<file path="config.mk">
export PLATFORM = sky130hd
export DESIGN_NAME = opcode_prefix_scanner
export DESIGN_NICKNAME = d
export VERILOG_FILES = /design/src/rtl/opcode_prefix_scanner.sv
export SDC_FILE = /design/constraint.sdc
export NUM_CORES = 1
export LEC_CHECK = 0
export ABC_AREA = 1
export ABC_CLOCK_PERIOD_IN_PS = 2490
export BUFFER_PORTS_ARGS = -buffer_cell sky130_fd_sc_hd__buf_2
export CAP_MARGIN = 20
export CORE_MARGIN = 2
export CORE_UTILIZATION = 35
export DETAILED_ROUTE_END_ITERATION = 6
export RECOVER_POWER = 100
export SYNTH_ARGS = -nofsm -noshare
export SYNTH_HDL_FRONTEND = slang
export SYNTH_SLANG_ARGS = --single-unit
</file>
<file path="constraint.sdc">
create_clock -name clk -period 2.49 [get_ports clk]
set_input_delay 0.498 -clock clk [delete_from_list [all_inputs] [get_ports clk]]
set_output_delay 0.498 -clock clk [all_outputs]
set_load 0.1 [all_outputs]
</file>
<file path="src/rtl/opcode_prefix_scanner.sv">
// rtl/opcode_prefix_scanner.sv - x86-64 byte-serial prefix stripper and opcode-map resolver
module opcode_prefix_scanner #(
  parameter int unsigned MAX_LEN = 15
) (
  input  logic       clk,
  input  logic       reset_n,
  input  logic       flush,
  input  logic [7:0] in_byte,
  input  logic       in_valid,
  output logic       in_ready,
  output logic       out_valid,
  input  logic       out_ready,
  output logic [7:0] out_opcode,
  output logic [1:0] out_map,
  output logic       out_lock,
  output logic [1:0] out_rep,
  output logic       out_opsz,
  output logic       out_adsz,
  output logic [2:0] out_seg,
  output logic [4:0] out_rex,
  output logic [3:0] out_len,
  output logic       out_err
);

  localparam logic [3:0] MAX_LEN_C = 4'(MAX_LEN);

  typedef enum logic [1:0] {
    PFX  = 2'd0,
    ESC  = 2'd1,
    ESC3 = 2'd2,
    HOLD = 2'd3
  } state_t;

  // Legacy prefix bytes: group 1 (lock/rep), group 2 (segment), group 3/4 (size overrides)
  function automatic logic is_legacy(input logic [7:0] b);
    case (b)
      8'hF0, 8'hF2, 8'hF3,
      8'h26, 8'h2E, 8'h36, 8'h3E, 8'h64, 8'h65,
      8'h66, 8'h67: is_legacy = 1'b1;
      default:      is_legacy = 1'b0;
    endcase
  endfunction

  function automatic logic is_rex(input logic [7:0] b);
    is_rex = (b[7:4] == 4'h4);
  endfunction

  // Scan state and prefix accumulators
  state_t     state_q, state_d;
  logic       in_ready_q, in_ready_d;
  logic [3:0] cnt_q, cnt_d;
  logic [1:0] map_q, map_d;
  logic       lock_q, lock_d;
  logic [1:0] rep_q, rep_d;
  logic       opsz_q, opsz_d;
  logic       adsz_q, adsz_d;
  logic [2:0] seg_q, seg_d;
  logic [4:0] rex_q, rex_d;

  // Registered output record
  logic       out_valid_q, out_valid_d;
  logic [7:0] out_opcode_q, out_opcode_d;
  logic [1:0] out_map_q, out_map_d;
  logic       out_lock_q, out_lock_d;
  logic [1:0] out_rep_q, out_rep_d;
  logic       out_opsz_q, out_opsz_d;
  logic       out_adsz_q, out_adsz_d;
  logic [2:0] out_seg_q, out_seg_d;
  logic [4:0] out_rex_q, out_rex_d;
  logic [3:0] out_len_q, out_len_d;
  logic       out_err_q, out_err_d;

  // Per-cycle decode helpers
  logic       accept;
  logic       handshake;
  logic [3:0] cnt_inc;
  logic       at_limit;
  logic       load;
  logic       load_err;
  logic [1:0] load_map;

  // Next-state, accumulator and output-record computation; flush overrides everything
  always_comb begin
    state_d      = state_q;
    cnt_d        = cnt_q;
    map_d        = map_q;
    lock_d       = lock_q;
    rep_d        = rep_q;
    opsz_d       = opsz_q;
    adsz_d       = adsz_q;
    seg_d        = seg_q;
    rex_d        = rex_q;
    out_valid_d  = out_valid_q;
    out_opcode_d = out_opcode_q;
    out_map_d    = out_map_q;
    out_lock_d   = out_lock_q;
    out_rep_d    = out_rep_q;
    out_opsz_d   = out_opsz_q;
    out_adsz_d   = out_adsz_q;
    out_seg_d    = out_seg_q;
    out_rex_d    = out_rex_q;
    out_len_d    = out_len_q;
    out_err_d    = out_err_q;
    load         = 1'b0;
    load_err     = 1'b0;
    load_map     = map_q;

    accept    = in_valid && in_ready_q;
    handshake = out_valid_q && out_ready;
    cnt_inc   = (cnt_q >= MAX_LEN_C) ? MAX_LEN_C : cnt_q + 4'd1;
    at_limit  = (cnt_inc == MAX_LEN_C);

    case (state_q)
      PFX: begin
        if (accept) begin
          cnt_d = cnt_inc;
          if (is_legacy(in_byte)) begin
            // A legacy prefix breaks REX adjacency to the opcode
            rex_d = 5'b0;
            case (in_byte)
              8'hF0:   lock_d = 1'b1;
              8'hF2:   rep_d  = 2'b10;
              8'hF3:   rep_d  = 2'b01;
              8'h26:   seg_d  = 3'd1;
              8'h2E:   seg_d  = 3'd2;
              8'h36:   seg_d  = 3'd3;
              8'h3E:   seg_d  = 3'd4;
              8'h64:   seg_d  = 3'd5;
              8'h65:   seg_d  = 3'd6;
              8'h66:   opsz_d = 1'b1;
              8'h67:   adsz_d = 1'b1;
              default: ;
            endcase
            if (at_limit) begin
              load     = 1'b1;
              load_err = 1'b1;
              load_map = map_q;
            end
          end else if (is_rex(in_byte)) begin
            rex_d = {1'b1, in_byte[3:0]};
            if (at_limit) begin
              load     = 1'b1;
              load_err = 1'b1;
              load_map = map_q;
            end
          end else if (in_byte == 8'h0F) begin
            if (at_limit) begin
              load     = 1'b1;
              load_err = 1'b1;
              load_map = map_q;
            end else begin
              map_d   = 2'd1;
              state_d = ESC;
            end
          end else begin
            load     = 1'b1;
            load_map = 2'd0;
          end
        end
      end

      ESC: begin
        if (accept) begin
          cnt_d = cnt_inc;
          if (in_byte == 8'h38 || in_byte == 8'h3A) begin
            if (at_limit) begin
              load     = 1'b1;
              load_err = 1'b1;
              load_map = map_q;
            end else begin
              map_d   = (in_byte == 8'h38) ? 2'd2 : 2'd3;
              state_d = ESC3;
            end
          end else begin
            load     = 1'b1;
            load_map = 2'd1;
          end
        end
      end

      ESC3: begin
        if (accept) begin
          cnt_d    = cnt_inc;
          load     = 1'b1;
          load_map = map_q;
        end
      end

      HOLD: begin
        if (handshake) begin
          out_valid_d = 1'b0;
          state_d     = PFX;
          cnt_d       = 4'd0;
          map_d       = 2'd0;
          lock_d      = 1'b0;
          rep_d       = 2'b0;
          opsz_d      = 1'b0;
          adsz_d      = 1'b0;
          seg_d       = 3'd0;
          rex_d       = 5'b0;
        end
      end

      default: state_d = PFX;
    endcase

    if (flush) begin
      state_d     = PFX;
      out_valid_d = 1'b0;
      cnt_d       = 4'd0;
      map_d       = 2'd0;
      lock_d      = 1'b0;
      rep_d       = 2'b0;
      opsz_d      = 1'b0;
      adsz_d      = 1'b0;
      seg_d       = 3'd0;
      rex_d       = 5'b0;
    end else if (load) begin
      // The record includes the prefix that tripped the limit, if any
      state_d      = HOLD;
      out_valid_d  = 1'b1;
      out_opcode_d = in_byte;
      out_map_d    = load_map;
      out_lock_d   = lock_d;
      out_rep_d    = rep_d;
      out_opsz_d   = opsz_d;
      out_adsz_d   = adsz_d;
      out_seg_d    = seg_d;
      out_rex_d    = rex_d;
      out_len_d    = cnt_d;
      out_err_d    = load_err;
    end

    in_ready_d = (state_d != HOLD);
  end

  // Single register bank for FSM, accumulators and output record
  always_ff @(posedge clk) begin
    if (!reset_n) begin
      state_q      <= PFX;
      in_ready_q   <= 1'b0;
      cnt_q        <= 4'd0;
      map_q        <= 2'd0;
      lock_q       <= 1'b0;
      rep_q        <= 2'b0;
      opsz_q       <= 1'b0;
      adsz_q       <= 1'b0;
      seg_q        <= 3'd0;
      rex_q        <= 5'b0;
      out_valid_q  <= 1'b0;
      out_opcode_q <= 8'h00;
      out_map_q    <= 2'd0;
      out_lock_q   <= 1'b0;
      out_rep_q    <= 2'b0;
      out_opsz_q   <= 1'b0;
      out_adsz_q   <= 1'b0;
      out_seg_q    <= 3'd0;
      out_rex_q    <= 5'b0;
      out_len_q    <= 4'd0;
      out_err_q    <= 1'b0;
    end else begin
      state_q      <= state_d;
      in_ready_q   <= in_ready_d;
      cnt_q        <= cnt_d;
      map_q        <= map_d;
      lock_q       <= lock_d;
      rep_q        <= rep_d;
      opsz_q       <= opsz_d;
      adsz_q       <= adsz_d;
      seg_q        <= seg_d;
      rex_q        <= rex_d;
      out_valid_q  <= out_valid_d;
      out_opcode_q <= out_opcode_d;
      out_map_q    <= out_map_d;
      out_lock_q   <= out_lock_d;
      out_rep_q    <= out_rep_d;
      out_opsz_q   <= out_opsz_d;
      out_adsz_q   <= out_adsz_d;
      out_seg_q    <= out_seg_d;
      out_rex_q    <= out_rex_d;
      out_len_q    <= out_len_d;
      out_err_q    <= out_err_d;
    end
  end

  assign in_ready   = in_ready_q;
  assign out_valid  = out_valid_q;
  assign out_opcode = out_opcode_q;
  assign out_map    = out_map_q;
  assign out_lock   = out_lock_q;
  assign out_rep    = out_rep_q;
  assign out_opsz   = out_opsz_q;
  assign out_adsz   = out_adsz_q;
  assign out_seg    = out_seg_q;
  assign out_rex    = out_rex_q;
  assign out_len    = out_len_q;
  assign out_err    = out_err_q;

endmodule
</file>
==> metrics.md <==
| Metric | Value |
|---|---|
| Status | finished clean |
| Most frequent cells in the layout | 80 x nand2_1, 56 x inv_1, 51 x nor2_1, 51 x dfxtp_1, 41 x a21oi_1 |
| Max frequency | ~0.45 GHz |
| Post-synthesis to final-layout area growth | 12.8% |
| Max-slew violations | 0 |
| CTS tree | done |
| Hold Path Origin | out_ready |
| Initial antenna violation count | 0 |
| Maximum resistive drop on vdd | about 0.00033 V |
| Number of global-route vias before repair | between 2000 and 3000 |
| Clk_lat worst skew | approximately 0.32 ns |
| Nets@finish | 478 |
| Delay of the slowest critical-path stage | between 0.4 and 0.5 ns |
| R2r setup slk | 0.27 ns |
| Crit-path leading delay family | simple AND/OR/NAND/NOR gates |
| Arrival time at the worst endpoint | ~2.5 ns |
| DR pass1 iterations | 5 |
| Count of buffer and inverter cells on the critical path | 2 |
| Startpoint types | flip-flop |
| Hold path cells | 4 |
| Most used cell, CP | inv_1 |
| RR Endpoint | out_lock |
| CTS Hold Bufs | 0 |
| Rows | 32 |
| Post-DP HPWL | roughly 5.3 mm |
| Post-route DRC | 0 |
| Worst-Margin Slew | between 1 and 1.5 ns |
| First-pass GRT wire length | between 10 and 15 mm |
| Share of layout cells above drive strength 1 | a little under an eighth |
| Worst min path class | in2reg |
| Ys async rst share | 0% |
| Yosys warns | 0 |
| Post-Syn Nets | 435 |
| # setup viols final | 0 |
| R2R cell count | 8 |
| Clock sink count | a little over 50 |
| Register bit total from synthesis | 51 |
| Crit path launch | state_q[1] |
| Worst-path cell chain | inv_1 > ha_1 > nor2_2 > inv_1 > nor4_1 > a32oi_1 > nor3b_1 > nor2_1 |
| Avg Cell Area, Syn | roughly 6.9 sq um |
| Crit-path slowest cell | dfxtp_1 |
| Syn Std Cell Area | 2860 sq um |
| Leak | about 1.3 nW |
| Hold Vio Cnt, Final | 0 |
| Yosys cell types | 38 |
| Min cycle time layout | between 2 and 2.5 ns |
| EDFF count, synth | 0 |
| Max cap viols | 0 |
| Pin count of the biggest net entering global routing | 34 |
| RSZ-0062 raised after global routing | false |
| H-tree levels | 2 |
| Starting density of the core | approximately 37% |
| Synth Flop Type | dfxtp_1 |
| I/O pins | 43 |
| CTS Buffer Depth | 2 |
| Power density over the cells | between 500 and 600 nW/um^2 |
| Largest fanout on the critical path | 7 |
| Wirelength per Cell | 12.9 um |
| Post-route clock period utilization | around nine tenths |
| IO buf count | 42 |
| Global route total overflow | 0 |
| R2R Path Start | state_q[1] |
| RD Place Congestion | a little over 0.9 |
| Die area | between 8000 and 9000 sq um |
| Most common cell after layout, fill and taps aside | nand2_1 |
| Slew HR | a little over a fifth |
| Sequential area share after synthesis | a little over a third |
| CTS buffer count | 5 |
| CTS root buffer | clkbuf_8 |
| Setup TNS | 0 ns |
| ANT cells | 0 |
| Synth Instances | ~420 |
| Detail Route Antenna Nets | 0 |
| Total track usage | around 17% |
| Worst-path clk slew | approximately 0.1 ns |
| Std-Cell Core Area | roughly 8000 sq um |
| Die height | about 94 um |
| Routed vias/inst | 4.99 |
| Die width | 94.4 um |
| Total wire length | 7.24 mm |
| Hold endpoint | out_valid |
| Vias | approximately 2800 |
| DR iter-0 viols | 197 |
| CP endpoint kind | flip-flop |
| CP Data Required Time | ~2.8 ns |
| Worst Skew | 0.0137 ns |
| WS Path Type | reg2reg |
| Total chip power | roughly 1.7 mW |
-- cell families after synthesis --
family	share of synthesized area, %
AO/OA/AOI/OAI	15.8
adder cells (fa/ha/maj)	2.63
buffers and inverters	11.8
flip-flops	35.7
multiplexers	0.350
AND/OR/NAND/NOR	33.7
-- sequential cells by signal, indices dropped and copies added (netlist names), 2 cells and up --
register,flops
cnt_q,4
out_len,4
state_q,2
out_map,2
map_q,2
out_rex,5
seg_q,3
out_rep,2
out_opcode,8
out_seg,3
rep_q,2
rex_q,5
-- stage by stage --
stage	util (%)	setup WS, ns	hold WS (ns)	instance area, sq um	std cells
after floorplan	-	0.273	0.437	2860	416
after global placement	40.5	0.133	0.437	3160	553
after detailed placement	40.5	0.132	0.442	3160	553
after CTS	41.7	0.129	0.443	3260	561
after global routing	41.3	0.0160	0.482	3220	562
final	41.3	0.272	0.453	3220	562
-- power breakdown --
group	switching (mW)	internal [mW]	leakage [nW]	total [mW]
Combinational	0.302	0.0780	0.849	0.380
Sequential	0.0138	0.838	0.413	0.851
Clock	0.303	0.207	0.0463	0.510
-- Yosys cell counts, types with 2 or more instances --
master,count,area share [%]
nand3_1,15,2.6
clkbuf_1,8,1.1
nor3b_1,4,1.1
a22oi_1,5,1.3
nand2_1,79,10
nor2_1,50,6.6
buf_2,5,0.88
nand2_4,2,0.79
nor2_2,5,1.1
dfxtp_1,51,36
nor3_1,5,0.88
nand4_1,24,5.3
o211ai_1,7,1.8
buf_4,2,0.53
nand3_4,2,1.2
o21ai_0,21,3.7
a21oi_1,41,7.2
ha_1,6,2.6
inv_1,56,7.4
inv_2,2,0.26
nand2_2,9,2.0
-- layer usage --
layer | vias to the layer above | track usage (%) | share of wire [%]
met3 | 7 | 3.27 | 6.4
met1 | 1267 | 23.9 | 47
li1 | 1462 | - | -
met4 | 0 | 3.74 | 0.80
met2 | 69 | 28.2 | 45
met5 | - | 0 | 0
-- how the worst max path moves through the flow --
stage / to / cells after the start
finish: out_lock / 8
global route: out_rep[1] / 12
CTS: out_lock / 8
detailed placement: out_err / 14
global placement: out_lock / 8
floorplan: out_lock / 10
-- tightest hold or removal path: cells and delay by family --
family          cells  cell delay [ns]
simple gates        2             0.09
compound gates      1             0.05
buf+inv             1             0.08
-- final cells by class --
| class | count | area (sq um) |
|---|---|---|
| sequential | 51 | 1020 |
| clock buffer | 5 | 68.8 |
| tap | 102 | 128 |
| multi-input combinational | 289 | 1510 |
| inverter | 59 | 221 |
| fill | 838 | 4580 |
| timing repair buffer | 53 | 245 |
| clock inverter | 3 | 27.5 |
-- repair_timing --
| action | CTS | global route |
|---|---|---|
| setup buffers | 0 | 0 |
| endpoints found under the setup margin | 0 | 29 |
| resized for setup | 0 | 2 |
(Power assumes the default switching activity.)
